## src/rtl/lc3_pkg.sv

```systemverilog
// Shared LC-3 control definitions: state encoding, opcodes and datapath mux select codes.
// The extra single-step states exist only when ISDU_SINGLE_STEP_EN is defined.
package lc3_pkg;

    localparam logic [3:0] OP_BR  = 4'b0000;
    localparam logic [3:0] OP_ADD = 4'b0001;
    localparam logic [3:0] OP_JSR = 4'b0100;
    localparam logic [3:0] OP_AND = 4'b0101;
    localparam logic [3:0] OP_LDR = 4'b0110;
    localparam logic [3:0] OP_STR = 4'b0111;
    localparam logic [3:0] OP_NOT = 4'b1001;
    localparam logic [3:0] OP_JMP = 4'b1100;
    localparam logic [3:0] OP_PSE = 4'b1101;

    localparam logic [1:0] PCMUX_INC   = 2'b00;
    localparam logic [1:0] PCMUX_BUS   = 2'b01;
    localparam logic [1:0] PCMUX_ADDER = 2'b10;

    localparam logic [1:0] ADDR2_ZERO  = 2'b00;
    localparam logic [1:0] ADDR2_OFF6  = 2'b01;
    localparam logic [1:0] ADDR2_OFF9  = 2'b10;
    localparam logic [1:0] ADDR2_OFF11 = 2'b11;

    localparam logic [1:0] ALUK_ADD   = 2'b00;
    localparam logic [1:0] ALUK_AND   = 2'b01;
    localparam logic [1:0] ALUK_NOT   = 2'b10;
    localparam logic [1:0] ALUK_PASSA = 2'b11;

    typedef enum logic [4:0] {
        S_HALTED, S_FETCH1, S_FETCH2, S_FETCH3, S_DECODE,
        S_ADD, S_AND, S_NOT, S_BR_TAKEN, S_JMP,
        S_JSR1, S_JSR2, S_LDR1, S_LDR2, S_LDR3,
        S_STR1, S_STR2, S_STR3, S_PAUSE1, S_PAUSE2
`ifdef ISDU_SINGLE_STEP_EN
        , S_SS1, S_SS2
`endif
    } state_t;

    function automatic logic is_mem_state(input state_t s);
        logic m;
        case (s)
            S_FETCH2, S_LDR2, S_STR3: m = 1'b1;
            default:                  m = 1'b0;
        endcase
        return m;
    endfunction

endpackage

```

## src/rtl/isdu_wait_ctr.sv

```systemverilog
// Loadable 4-bit wait counter; done is high when the count reaches limit.
module isdu_wait_ctr (
    input  logic       Clk,
    input  logic       Reset,
    input  logic       load,
    input  logic [3:0] load_val,
    input  logic       inc,
    input  logic [3:0] limit,
    output logic       done
);

    logic [3:0] count_r;

    // count register: load has priority over increment
    always_ff @(posedge Clk or posedge Reset) begin
        if (Reset) begin
            count_r <= 4'd0;
        end else if (load) begin
            count_r <= load_val;
        end else if (inc) begin
            count_r <= count_r + 4'd1;
        end else begin
            count_r <= count_r;
        end
    end

    assign done = (count_r == limit);

endmodule

```

## src/rtl/lc3_isdu.sv

```systemverilog
// LC-3 instruction sequence/decode unit: Moore control FSM with MEM_WAIT-cycle memory states.
// Optional macro ISDU_SINGLE_STEP_EN adds a Continue handshake after every instruction.
module lc3_isdu #(
    parameter int MEM_WAIT = 2
) (
    input  logic       Clk,
    input  logic       Reset,
    input  logic       Run,
    input  logic       Continue,
    input  logic [3:0] Opcode,
    input  logic       IR_5,
    input  logic       IR_11,
    input  logic       BEN,
    output logic       LD_MAR,
    output logic       LD_MDR,
    output logic       LD_IR,
    output logic       LD_BEN,
    output logic       LD_CC,
    output logic       LD_REG,
    output logic       LD_PC,
    output logic       LD_LED,
    output logic       GatePC,
    output logic       GateMDR,
    output logic       GateALU,
    output logic       GateMARMUX,
    output logic [1:0] PCMUX,
    output logic       DRMUX,
    output logic       SR1MUX,
    output logic       SR2MUX,
    output logic       ADDR1MUX,
    output logic [1:0] ADDR2MUX,
    output logic [1:0] ALUK,
    output logic       MIO_EN,
    output logic       Mem_OE,
    output logic       Mem_WE
);
    import lc3_pkg::*;

    localparam logic [3:0] WAIT_LAST = 4'(MEM_WAIT - 1);
`ifdef ISDU_SINGLE_STEP_EN
    localparam state_t S_RET = S_SS1;
`else
    localparam state_t S_RET = S_FETCH1;
`endif

    state_t state_r;
    state_t next_s;
    logic   mem_s;
    logic   done_s;
    logic   load_s;

    // The counter sits at zero outside memory states, so every entry starts a fresh count.
    assign mem_s  = is_mem_state(state_r);
    assign load_s = ~mem_s | done_s;

    isdu_wait_ctr u_wait (
        .Clk     (Clk),
        .Reset   (Reset),
        .load    (load_s),
        .load_val(4'd0),
        .inc     (mem_s),
        .limit   (WAIT_LAST),
        .done    (done_s)
    );

    // state register
    always_ff @(posedge Clk or posedge Reset) begin
        if (Reset) begin
            state_r <= S_HALTED;
        end else begin
            state_r <= next_s;
        end
    end

    // next-state and output decode
    always_comb begin
        next_s     = state_r;
        LD_MAR     = 1'b0;
        LD_MDR     = 1'b0;
        LD_IR      = 1'b0;
        LD_BEN     = 1'b0;
        LD_CC      = 1'b0;
        LD_REG     = 1'b0;
        LD_PC      = 1'b0;
        LD_LED     = 1'b0;
        GatePC     = 1'b0;
        GateMDR    = 1'b0;
        GateALU    = 1'b0;
        GateMARMUX = 1'b0;
        PCMUX      = PCMUX_INC;
        DRMUX      = 1'b0;
        SR1MUX     = 1'b0;
        SR2MUX     = 1'b0;
        ADDR1MUX   = 1'b0;
        ADDR2MUX   = ADDR2_ZERO;
        ALUK       = ALUK_ADD;
        MIO_EN     = 1'b0;
        Mem_OE     = 1'b1;
        Mem_WE     = 1'b1;
        case (state_r)
            S_HALTED: begin
                next_s = Run ? S_FETCH1 : S_HALTED;
            end
            S_FETCH1: begin
                GatePC = 1'b1;
                LD_MAR = 1'b1;
                PCMUX  = PCMUX_INC;
                LD_PC  = 1'b1;
                next_s = S_FETCH2;
            end
            S_FETCH2: begin
                Mem_OE = 1'b0;
                MIO_EN = 1'b1;
                LD_MDR = 1'b1;
                next_s = done_s ? S_FETCH3 : S_FETCH2;
            end
            S_FETCH3: begin
                GateMDR = 1'b1;
                LD_IR   = 1'b1;
                next_s  = S_DECODE;
            end
            S_DECODE: begin
                LD_BEN = 1'b1;
                case (Opcode)
                    OP_ADD:  next_s = S_ADD;
                    OP_AND:  next_s = S_AND;
                    OP_NOT:  next_s = S_NOT;
                    OP_BR:   next_s = BEN ? S_BR_TAKEN : S_RET;
                    OP_JMP:  next_s = S_JMP;
                    OP_JSR:  next_s = S_JSR1;
                    OP_LDR:  next_s = S_LDR1;
                    OP_STR:  next_s = S_STR1;
                    OP_PSE:  next_s = S_PAUSE1;
                    default: next_s = S_RET;
                endcase
            end
            S_ADD, S_AND: begin
                SR1MUX  = 1'b1;
                SR2MUX  = IR_5;
                ALUK    = (state_r == S_AND) ? ALUK_AND : ALUK_ADD;
                GateALU = 1'b1;
                LD_REG  = 1'b1;
                LD_CC   = 1'b1;
                next_s  = S_RET;
            end
            S_NOT: begin
                ALUK    = ALUK_NOT;
                GateALU = 1'b1;
                LD_REG  = 1'b1;
                LD_CC   = 1'b1;
                next_s  = S_RET;
            end
            S_BR_TAKEN: begin
                ADDR2MUX = ADDR2_OFF9;
                PCMUX    = PCMUX_ADDER;
                LD_PC    = 1'b1;
                next_s   = S_RET;
            end
            S_JMP: begin
                SR1MUX   = 1'b1;
                ADDR1MUX = 1'b1;
                PCMUX    = PCMUX_ADDER;
                LD_PC    = 1'b1;
                next_s   = S_RET;
            end
            S_JSR1: begin
                GatePC = 1'b1;
                DRMUX  = 1'b1;
                LD_REG = 1'b1;
                next_s = S_JSR2;
            end
            S_JSR2: begin
                ADDR1MUX = ~IR_11;
                ADDR2MUX = IR_11 ? ADDR2_OFF11 : ADDR2_ZERO;
                PCMUX    = PCMUX_ADDER;
                LD_PC    = 1'b1;
                next_s   = S_RET;
            end
            S_LDR1, S_STR1: begin
                SR1MUX     = 1'b1;
                ADDR1MUX   = 1'b1;
                ADDR2MUX   = ADDR2_OFF6;
                GateMARMUX = 1'b1;
                LD_MAR     = 1'b1;
                next_s     = (state_r == S_LDR1) ? S_LDR2 : S_STR2;
            end
            S_LDR2: begin
                Mem_OE = 1'b0;
                MIO_EN = 1'b1;
                LD_MDR = 1'b1;
                next_s = done_s ? S_LDR3 : S_LDR2;
            end
            S_LDR3: begin
                GateMDR = 1'b1;
                LD_REG  = 1'b1;
                LD_CC   = 1'b1;
                next_s  = S_RET;
            end
            S_STR2: begin
                ALUK    = ALUK_PASSA;
                GateALU = 1'b1;
                LD_MDR  = 1'b1;
                next_s  = S_STR3;
            end
            S_STR3: begin
                Mem_WE = 1'b0;
                next_s = done_s ? S_RET : S_STR3;
            end
            S_PAUSE1: begin
                LD_LED = 1'b1;
                next_s = Continue ? S_PAUSE2 : S_PAUSE1;
            end
            S_PAUSE2: begin
                next_s = Continue ? S_PAUSE2 : S_FETCH1;
            end
`ifdef ISDU_SINGLE_STEP_EN
            S_SS1: begin
                next_s = Continue ? S_SS2 : S_SS1;
            end
            S_SS2: begin
                next_s = Continue ? S_SS2 : S_FETCH1;
            end
`endif
            default: begin
                next_s = S_HALTED;
            end
        endcase
    end

endmodule

```

## config.mk

```make
export PLATFORM = sky130hd
export DESIGN_NAME = lc3_isdu
export DESIGN_NICKNAME = d
export VERILOG_FILES = /design/src/rtl/lc3_pkg.sv /design/src/rtl/isdu_wait_ctr.sv /design/src/rtl/lc3_isdu.sv
export SDC_FILE = /design/constraint.sdc
export NUM_CORES = 1
export LEC_CHECK = 0
export BUFFER_PORTS_ARGS = -buffer_cell sky130_fd_sc_hd__buf_2
export CORE_ASPECT_RATIO = 0.75
export CORE_MARGIN = 2
export CORE_UTILIZATION = 45
export CTS_CLUSTER_DIAMETER = 40
export DETAILED_ROUTE_END_ITERATION = 16
export PLACE_DENSITY = 0.82
export SYNTH_ARGS = -nofsm -noshare
export SYNTH_HDL_FRONTEND = slang
export SYNTH_SLANG_ARGS = --single-unit
```

## constraint.sdc

```tcl
create_clock -name Clk -period 1.4 [get_ports Clk]
set_input_delay 0.28 -clock Clk [delete_from_list [all_inputs] [get_ports Clk]]
set_output_delay 0.28 -clock Clk [all_outputs]
set_load 0.05 [all_outputs]
```

==> results of run 1 <==
logic make-up after synthesis:
| logic type | Yosys count |
|---|---|
| XOR/XNOR | 5 |
| multiplexers | 2 |
| AO/OA/AOI/OAI | 40 |
| AND/OR/NAND/NOR | 64 |
| buffers and inverters | 21 |
| adder cells (fa/ha/maj) | 3 |
| other | 1 |
| flip-flops | 9 |
stage by stage:
step	utilization [%]	area, um^2	std cells	TNS [ps]	worst slack (ps)
after floorplan	-	1271	145	-6161	-616.3
after global placement	85.17	1760	240	-6470	-301.8
after detailed placement	85.17	1760	240	-7657	-323.0
==> summary.txt, run 1 <==
clock sinks - 9
Mapped Avg Cell Area - 7.041 um^2
Yosys top cell area share - 22.06%
Mapped Area - 1021 um^2
main combinational cell family by area after synthesis - simple AND/OR/NAND/NOR gates
run status - stopped before the end
syn_nets - 158
fraction of registers with async set/reset - 100.0%
Synth Instances - 145
Max clock buf depth - 2
yosys warns - 0
I/O Buffers - 34
post-CTS sizing - 95
Root Driver - clkbuf_4
Yosys cell types - 44
Die Y - 45.25 um
prevailing post-synth register cell - dfrtp_1
Post-synth EDFFs - 0
Synth Area in XOR/XNOR - 4.289%
Log Error - [ERROR DPL-0038] Utilization greater than 100%, impossible to legalize
CTS buffer count - 3
synth cell count leaders - nor2_1, a21oi_1, nand2_1
DP HPWL - 3195 um
Hold Buf Count CTS - 1
Synth Area in Simple Gates - 32.11%
post-CTS setup buffers - 9
largest cells by area after synthesis - dfrtp_1, nor2_1, a21oi_1, nand2_1, o21ai_0
H-tree depth - 1
mux share of post-synthesis cell area - 1.961%
initial core utilization - 49.39%
Rows - 14
complex-gate fraction of the synthesized area - 26.23%
most common cell in the netlist - nor2_1
Seq cells post-synth - 9
gp weighted congestion - 0.9803
register area share after synthesis - 22.06%
Ports - 36
Post-Synth Adder-Cell Area - 3.431%
top cell type by total area after synthesis - dfrtp_1
die width - 59 um
Stop stage - clock tree synthesis
==> run 2, diff against run 1 <==
--- a/config.mk
+++ b/config.mk
@@ -6,12 +6,10 @@
 export NUM_CORES = 1
 export LEC_CHECK = 0
 export BUFFER_PORTS_ARGS = -buffer_cell sky130_fd_sc_hd__buf_2
-export CORE_ASPECT_RATIO = 0.75
-export CORE_MARGIN = 2
-export CORE_UTILIZATION = 45
-export CTS_CLUSTER_DIAMETER = 40
+export CORE_AREA = 2 2 63 65
 export DETAILED_ROUTE_END_ITERATION = 16
-export PLACE_DENSITY = 0.82
+export DIE_AREA = 0 0 65 67
+export PLACE_DENSITY_LB_ADDON = 0.15
 export SYNTH_ARGS = -nofsm -noshare
 export SYNTH_HDL_FRONTEND = slang
 export SYNTH_SLANG_ARGS = --single-unit
==> constraint.sdc (replaced) <==
create_clock -name Clk -period 1.8 [get_ports Clk]
set_input_delay 0.36 -clock Clk [delete_from_list [all_inputs] [get_ports Clk]]
set_output_delay 0.36 -clock Clk [all_outputs]
set_load 0.05 [all_outputs]
==> summary.txt, run 2 <==
run status - finished, violations left
failing checks - setup timing
max-slew violation count - 0
grt ovf - 0
Crit Path Category - register to output pin
register area share after synthesis - 22.06%
met3 wire length - 151 um
H-tree depth - 1
Final ANT Viol Nets - 0
largest cells by area after synthesis - dfrtp_1, nor2_1, a21oi_1, nand2_1, o21ai_0
Worst Skew - 0.7105 ps
largest net degree at the start of global routing - 12
worst path bufs/invs - 1
fraction of registers with async set/reset - 100.0%
yosys warns - 0
Final Cycle Share - 109.7%
Mapped Avg Cell Area - 7.041 um^2
combinational power share - 82.8%
Yosys top cell area share - 22.06%
Yosys cell types - 44
reg2reg end - u_wait.count_r[0]$_DFFE_PP0P_
Sw Share - 51.07%
Total GRT Usage - 18.50%
commonest non-fill, non-tap cell in the layout - buf_4
Placed Cells - 250
setup ws final - -173.8 ps
max cap viols - 0
most frequent cells in the layout - buf_4, buf_6, nor2_1, buf_2, a21oi_1
Post-Route WL - 3782 um
Clk pwr share - 7.1%
wire per inst - 14.11 um
Pre-antenna DRT Iters - 4
gp weighted congestion - 0.8430
synthesis-to-layout area growth - 96.81%
initial core utilization - 28.31%
worst min path class - primary input to async pin
P per Cell Area - 1632 nW/um^2
Synth Instances - 145
CP cell instances - or4b_4, a21oi_4, buf_4
CTS tree - built
DRT met1 WL - 1568 um
clock sinks - 9
Worst-path clk slew - 40 ps
synth cell count leaders - nor2_1, a21oi_1, nand2_1
initial drt markers - 49
routed wl met2 - 2006 um
Max stage delay on crit path - 570 ps
max layer used - met4
Max clock buf depth - 2
CP endpoint kind - output pin
P_sw - 1.675 mW
Seq cells post-synth - 9
most common cell in the netlist - nor2_1
clk_lat worst skew - 230 ps
Tmin final - 1974 ps
Die Y - 67 um
vias in the first global route - 1344
Worst R2R Setup Slack - 80 ps
Startpoint Class - register
DP HPWL - 2805 um
Largest Register - state_r
prevailing post-synth register cell - dfrtp_1
fin area - 2009 um^2
Rows - 22
top cell type by total area after synthesis - dfrtp_1
Hold Fails Final Rpt - 0
Multi-input gate area - 925.9 um^2
Top delay family on crit path - simple AND/OR/NAND/NOR gates
slowest CP cell - or4b_4
CP Data Required Time - 1440 ps
detailed-route DRC error count - 0
Largest regs - state_r (5), u_wait.count_r (4)
Mapped Area - 1021 um^2
crit path DAT - 1610 ps
Reg power frac - 10.1%
FF-to-FF path depth - 9
FF+latch area - 229.0 um^2
Post-synth EDFFs - 0
Pint - 1.604 mW
syn_nets - 158
Root Driver - clkbuf_8
Ports - 36
CTS buffer count - 3
FILL cells - 340
largest vdd supply drop - 0.4585 mV
placed cell area - 1560 um^2
vias per cell - 5.011
die width - 65 um
max reg flops - 5
cell leakage power - 0.8902 nW
core area - 3606 um^2
CP max FO - 4
initial antenna violation count - 0
Die ar. - 4355 um^2
final cell count without fillers - 268
antenna cells - 0
I/O Buffers - 34
total number of vias - 1343
first-pass GRT wire length - 6285 um
post-layout net count - 234
Hold Buf Count CTS - 0
# setup viols final - 18
f_max - 506.6 MHz
ratio of cells with drive above 1 in the final layout - 61.82%
RSZ-0062 raised after global routing - yes
worst r2r src - state_r[3]$_DFF_PP0_
run 2: cell counts after synthesis:
Identical to the previous run, type by type.
run 2: cell families (layout without fill, tap and decap cells):
| kind of cell | count (synthesis) | count (layout) | synth area share [%] |
|---|---|---|---|
| XOR/XNOR | 5 | 5 | 4.290 |
| adder cells (fa/ha/maj) | 3 | 3 | 3.431 |
| other | 1 | 1 | 0.3673 |
| AND/OR/NAND/NOR | 64 | 64 | 32.11 |
| buffers and inverters | 21 | 96 | 9.559 |
| multiplexers | 2 | 2 | 1.961 |
| AO/OA/AOI/OAI | 40 | 40 | 26.23 |
| flip-flops | 9 | 9 | 22.06 |
run 2: per-layer routing:
| metal | GRT usage [%] | vias up |
|---|---|---|
| met2 | 34.54 | 40 |
| met1 | 22.78 | 636 |
| li1 | - | 659 |
| met4 | 4.787 | 0 |
| met5 | 0 | - |
| met3 | 1.351 | 8 |
run 2: worst max path at each step:
stage | start | slack (ps) | to | depth (start not counted)
after CTS | state_r[3]$_DFF_PP0_ | -170 | MIO_EN | 3
after global routing | state_r[0]$_DFF_PP0_ | -210 | LD_MAR | 7
after floorplan | state_r[4]$_DFF_PP0_ | -400 | LD_REG | 5
final | state_r[3]$_DFF_PP0_ | -170 | MIO_EN | 3
after global placement | state_r[2]$_DFF_PP0_ | -10 | LD_MDR | 5
after detailed placement | state_r[1]$_DFF_PP0_ | -30 | LD_REG | 5
run 2: final cells by class:
cell class	instances	share of cell area (%)
multi-input cells	115	46.08
inverters	9	1.868
clock buffers	4	2.242
well taps	48	2.989
flip-flops and latches	9	11.39
repair buffers	83	35.43
run 2: worst register-to-register path: cells and delay by family (launching register included):
kind	cells	cell delay, ps
buffers and inverters	5	670
DFF	1	430
AOI/OAI and AO/OA	2	280
and+or+nand+nor	2	240
run 2: repair_timing:
item	in CTS	in global routing
setup endpoints to repair	24	24
setup buffers	10	4
gates resized for setup	72	18
pin swaps	5	6
cloned	0	0
run 2: power by group through the flow:
stage / clock [mW] / combinational, mW / sequential, mW
after floorplan: 0 / 1.53 / 0.274
after global placement: 0 / 2.09 / 0.324
after detailed placement: 0 / 2.10 / 0.328
after CTS: 0.238 / 2.53 / 0.327
after global routing: 0.248 / 2.88 / 0.341
final: 0.232 / 2.72 / 0.331
run 2: metrics by stage:
step | util, % | worst slack, ps | hold slack [ps] | total power [mW] | setup TNS, ps
5_1_grt | 55.73 | -213.3 | 124.3 | 3.470 | -2619
6_report | 55.73 | -173.8 | 95.07 | 3.279 | -1377
3_5_place_dp | 43.27 | -26.29 | 350.1 | 2.430 | -44.86
2_1_floorplan | - | -395.1 | 187.9 | 1.807 | -2141
4_1_cts | 52.95 | -169.4 | 111.0 | 3.100 | -1488
3_3_place_gp | 43.27 | -12.20 | 342.8 | 2.413 | -28.29
No activity file was read; power rests on OpenSTA's default activity.
==> run 3, diff against run 2 <==
--- a/config.mk
+++ b/config.mk
@@ -7,6 +7,7 @@
 export LEC_CHECK = 0
 export BUFFER_PORTS_ARGS = -buffer_cell sky130_fd_sc_hd__buf_2
 export CORE_AREA = 2 2 63 65
+export CTS_BUF_LIST = sky130_fd_sc_hd__clkbuf_4
 export DETAILED_ROUTE_END_ITERATION = 16
 export DIE_AREA = 0 0 65 67
 export PLACE_DENSITY_LB_ADDON = 0.15
==> summary.txt, run 3 (same netlist as run 2, synthesis figures left out) <==
Worst Skew - 3.642 ps
Ports - 36
largest vdd supply drop - 0.5705 mV
worst min path class - primary input to async pin
Post-Route WL - 4121 um
crit path DAT - 1640 ps
cell leakage power - 0.9693 nW
wire per inst - 15.21 um
Rows - 22
grt ovf - 0
antenna cells - 0
DP HPWL - 2805 um
Worst R2R Setup Slack - 40 ps
gp weighted congestion - 0.8430
initial core utilization - 28.31%
CTS tree - built
total number of vias - 1375
clk_lat worst skew - 250 ps
CP Data Required Time - 1440 ps
Die ar. - 4355 um^2
reg2reg end - u_wait.count_r[0]$_DFFE_PP0P_
core area - 3606 um^2
commonest non-fill, non-tap cell in the layout - buf_6
Multi-input gate area - 1015 um^2
P per Cell Area - 1658 nW/um^2
I/O Buffers - 34
f_max - 498.9 MHz
CTS buffer count - 3
Pre-antenna DRT Iters - 4
detailed-route DRC error count - 0
FILL cells - 310
Die Y - 67 um
max-slew violation count - 0
vias per cell - 5.074
Total GRT Usage - 19.28%
Worst-path clk slew - 60 ps
slowest CP cell - or4b_4
Hold Fails Final Rpt - 0
CP max FO - 4
failing checks - setup timing
Tmin final - 2004 ps
Placed Cells - 250
initial antenna violation count - 0
Final ANT Viol Nets - 0
ratio of cells with drive above 1 in the final layout - 66.82%
Max clock buf depth - 2
post-layout net count - 237
vias in the first global route - 1360
final cell count without fillers - 271
Crit Path Category - register to output pin
final core utilization - 61.21%
# setup viols final - 20
max cap viols - 0
Final Cycle Share - 111.3%
H-tree depth - 1
initial drt markers - 38
Startpoint Class - register
die width - 65 um
max reg flops - 5
RSZ-0062 raised after global routing - yes
CP cell instances - or4b_4, a21oi_4, inv_2, buf_6
run status - finished, violations left
dpl ws - -26.29 ps
Largest regs - state_r (5), u_wait.count_r (4)
Max stage delay on crit path - 570 ps
Largest Register - state_r
synthesis-to-layout area growth - 116.2%
first-pass GRT wire length - 6486 um
worst r2r src - state_r[3]$_DFF_PP0_
FF-to-FF path depth - 7
CP endpoint kind - output pin
FF+latch area - 231.5 um^2
clock sinks - 9
setup ws final - -204.3 ps
largest net degree at the start of global routing - 12
most frequent cells in the layout - buf_6, buf_4, nor2_1, buf_2, buf_8
Root Driver - clkbuf_4
-- run 3: cell types whose count changed in the layout (fill, tap and decap cells not counted), moves of 3 or more --
cell / previous run / this run
buf_4: 45 / 33
nand2_4: 0 / 3
clkbuf_8: 3 / 0
nand2_2: 5 / 2
buf_6: 27 / 34
buf_8: 0 / 7
clkbuf_4: 0 / 4
-- run 3: layout make-up --
class,instances,area share (%)
clock buffer,4,1.361
inverter,9,2.041
multi-input combinational,115,45.97
sequential,9,10.49
tap,48,2.721
timing repair buffer,86,37.41
-- run 3: timing repair --
action,in CTS,in global routing
cloned,0,0
buffers inserted,12,5
pin swaps,10,12
hold buffers,0,0
hold endpoints to repair,0,0
resized for setup,92,42
setup endpoints to repair,24,24
-- run 3: routing by layer --
layer	global-route usage [%]	up-vias	routed length, um
met2	35.18	36	2216
met5	0	-	0
met4	7.181	0	81
met3	1.520	8	148
met1	23.49	662	1674
li1	-	669	-
-- run 3: how the worst max path moves through the flow --
stage	start	slack (ps)	cells past startpoint	endpoint
after floorplan	state_r[4]$_DFF_PP0_	-400	5	LD_REG
after global placement	state_r[2]$_DFF_PP0_	-10	5	LD_MDR
after detailed placement	state_r[1]$_DFF_PP0_	-30	5	LD_REG
after CTS	state_r[3]$_DFF_PP0_	-240	4	Mem_OE
final	state_r[3]$_DFF_PP0_	-200	4	Mem_OE
after global routing	state_r[2]$_DFF_PP0_	-250	4	SR1MUX
-- run 3: report_power, final --
group	total [mW]	switching (mW)	internal [mW]
clock	0.170	0.0693	0.100
sequential	0.347	0.0885	0.259
combinational	3.14	1.67	1.47
-- run 3: metrics by stage --
stage / power [mW] / instance area [um^2] / setup TNS (ps) / hold slack, ps
3_3_place_gp: 2.413 / 1560 / -28.29 / 342.8
2_1_floorplan: 1.807 / 1135 / -2141 / 187.9
3_5_place_dp: 2.430 / 1560 / -44.86 / 350.1
5_1_grt: 3.841 / 2207 / -3335 / 92.73
4_1_cts: 3.228 / 1988 / -2315 / 66.90
6_report: 3.659 / 2207 / -2120 / 63.17
-- run 3: critical path: cells and delay by family (launching register included) --
kind / cells / cell delay [ps]
DFF: 1 / 440
AOI/OAI and AO/OA: 1 / 180
buffers and inverters: 2 / 190
and+or+nand+nor: 1 / 570
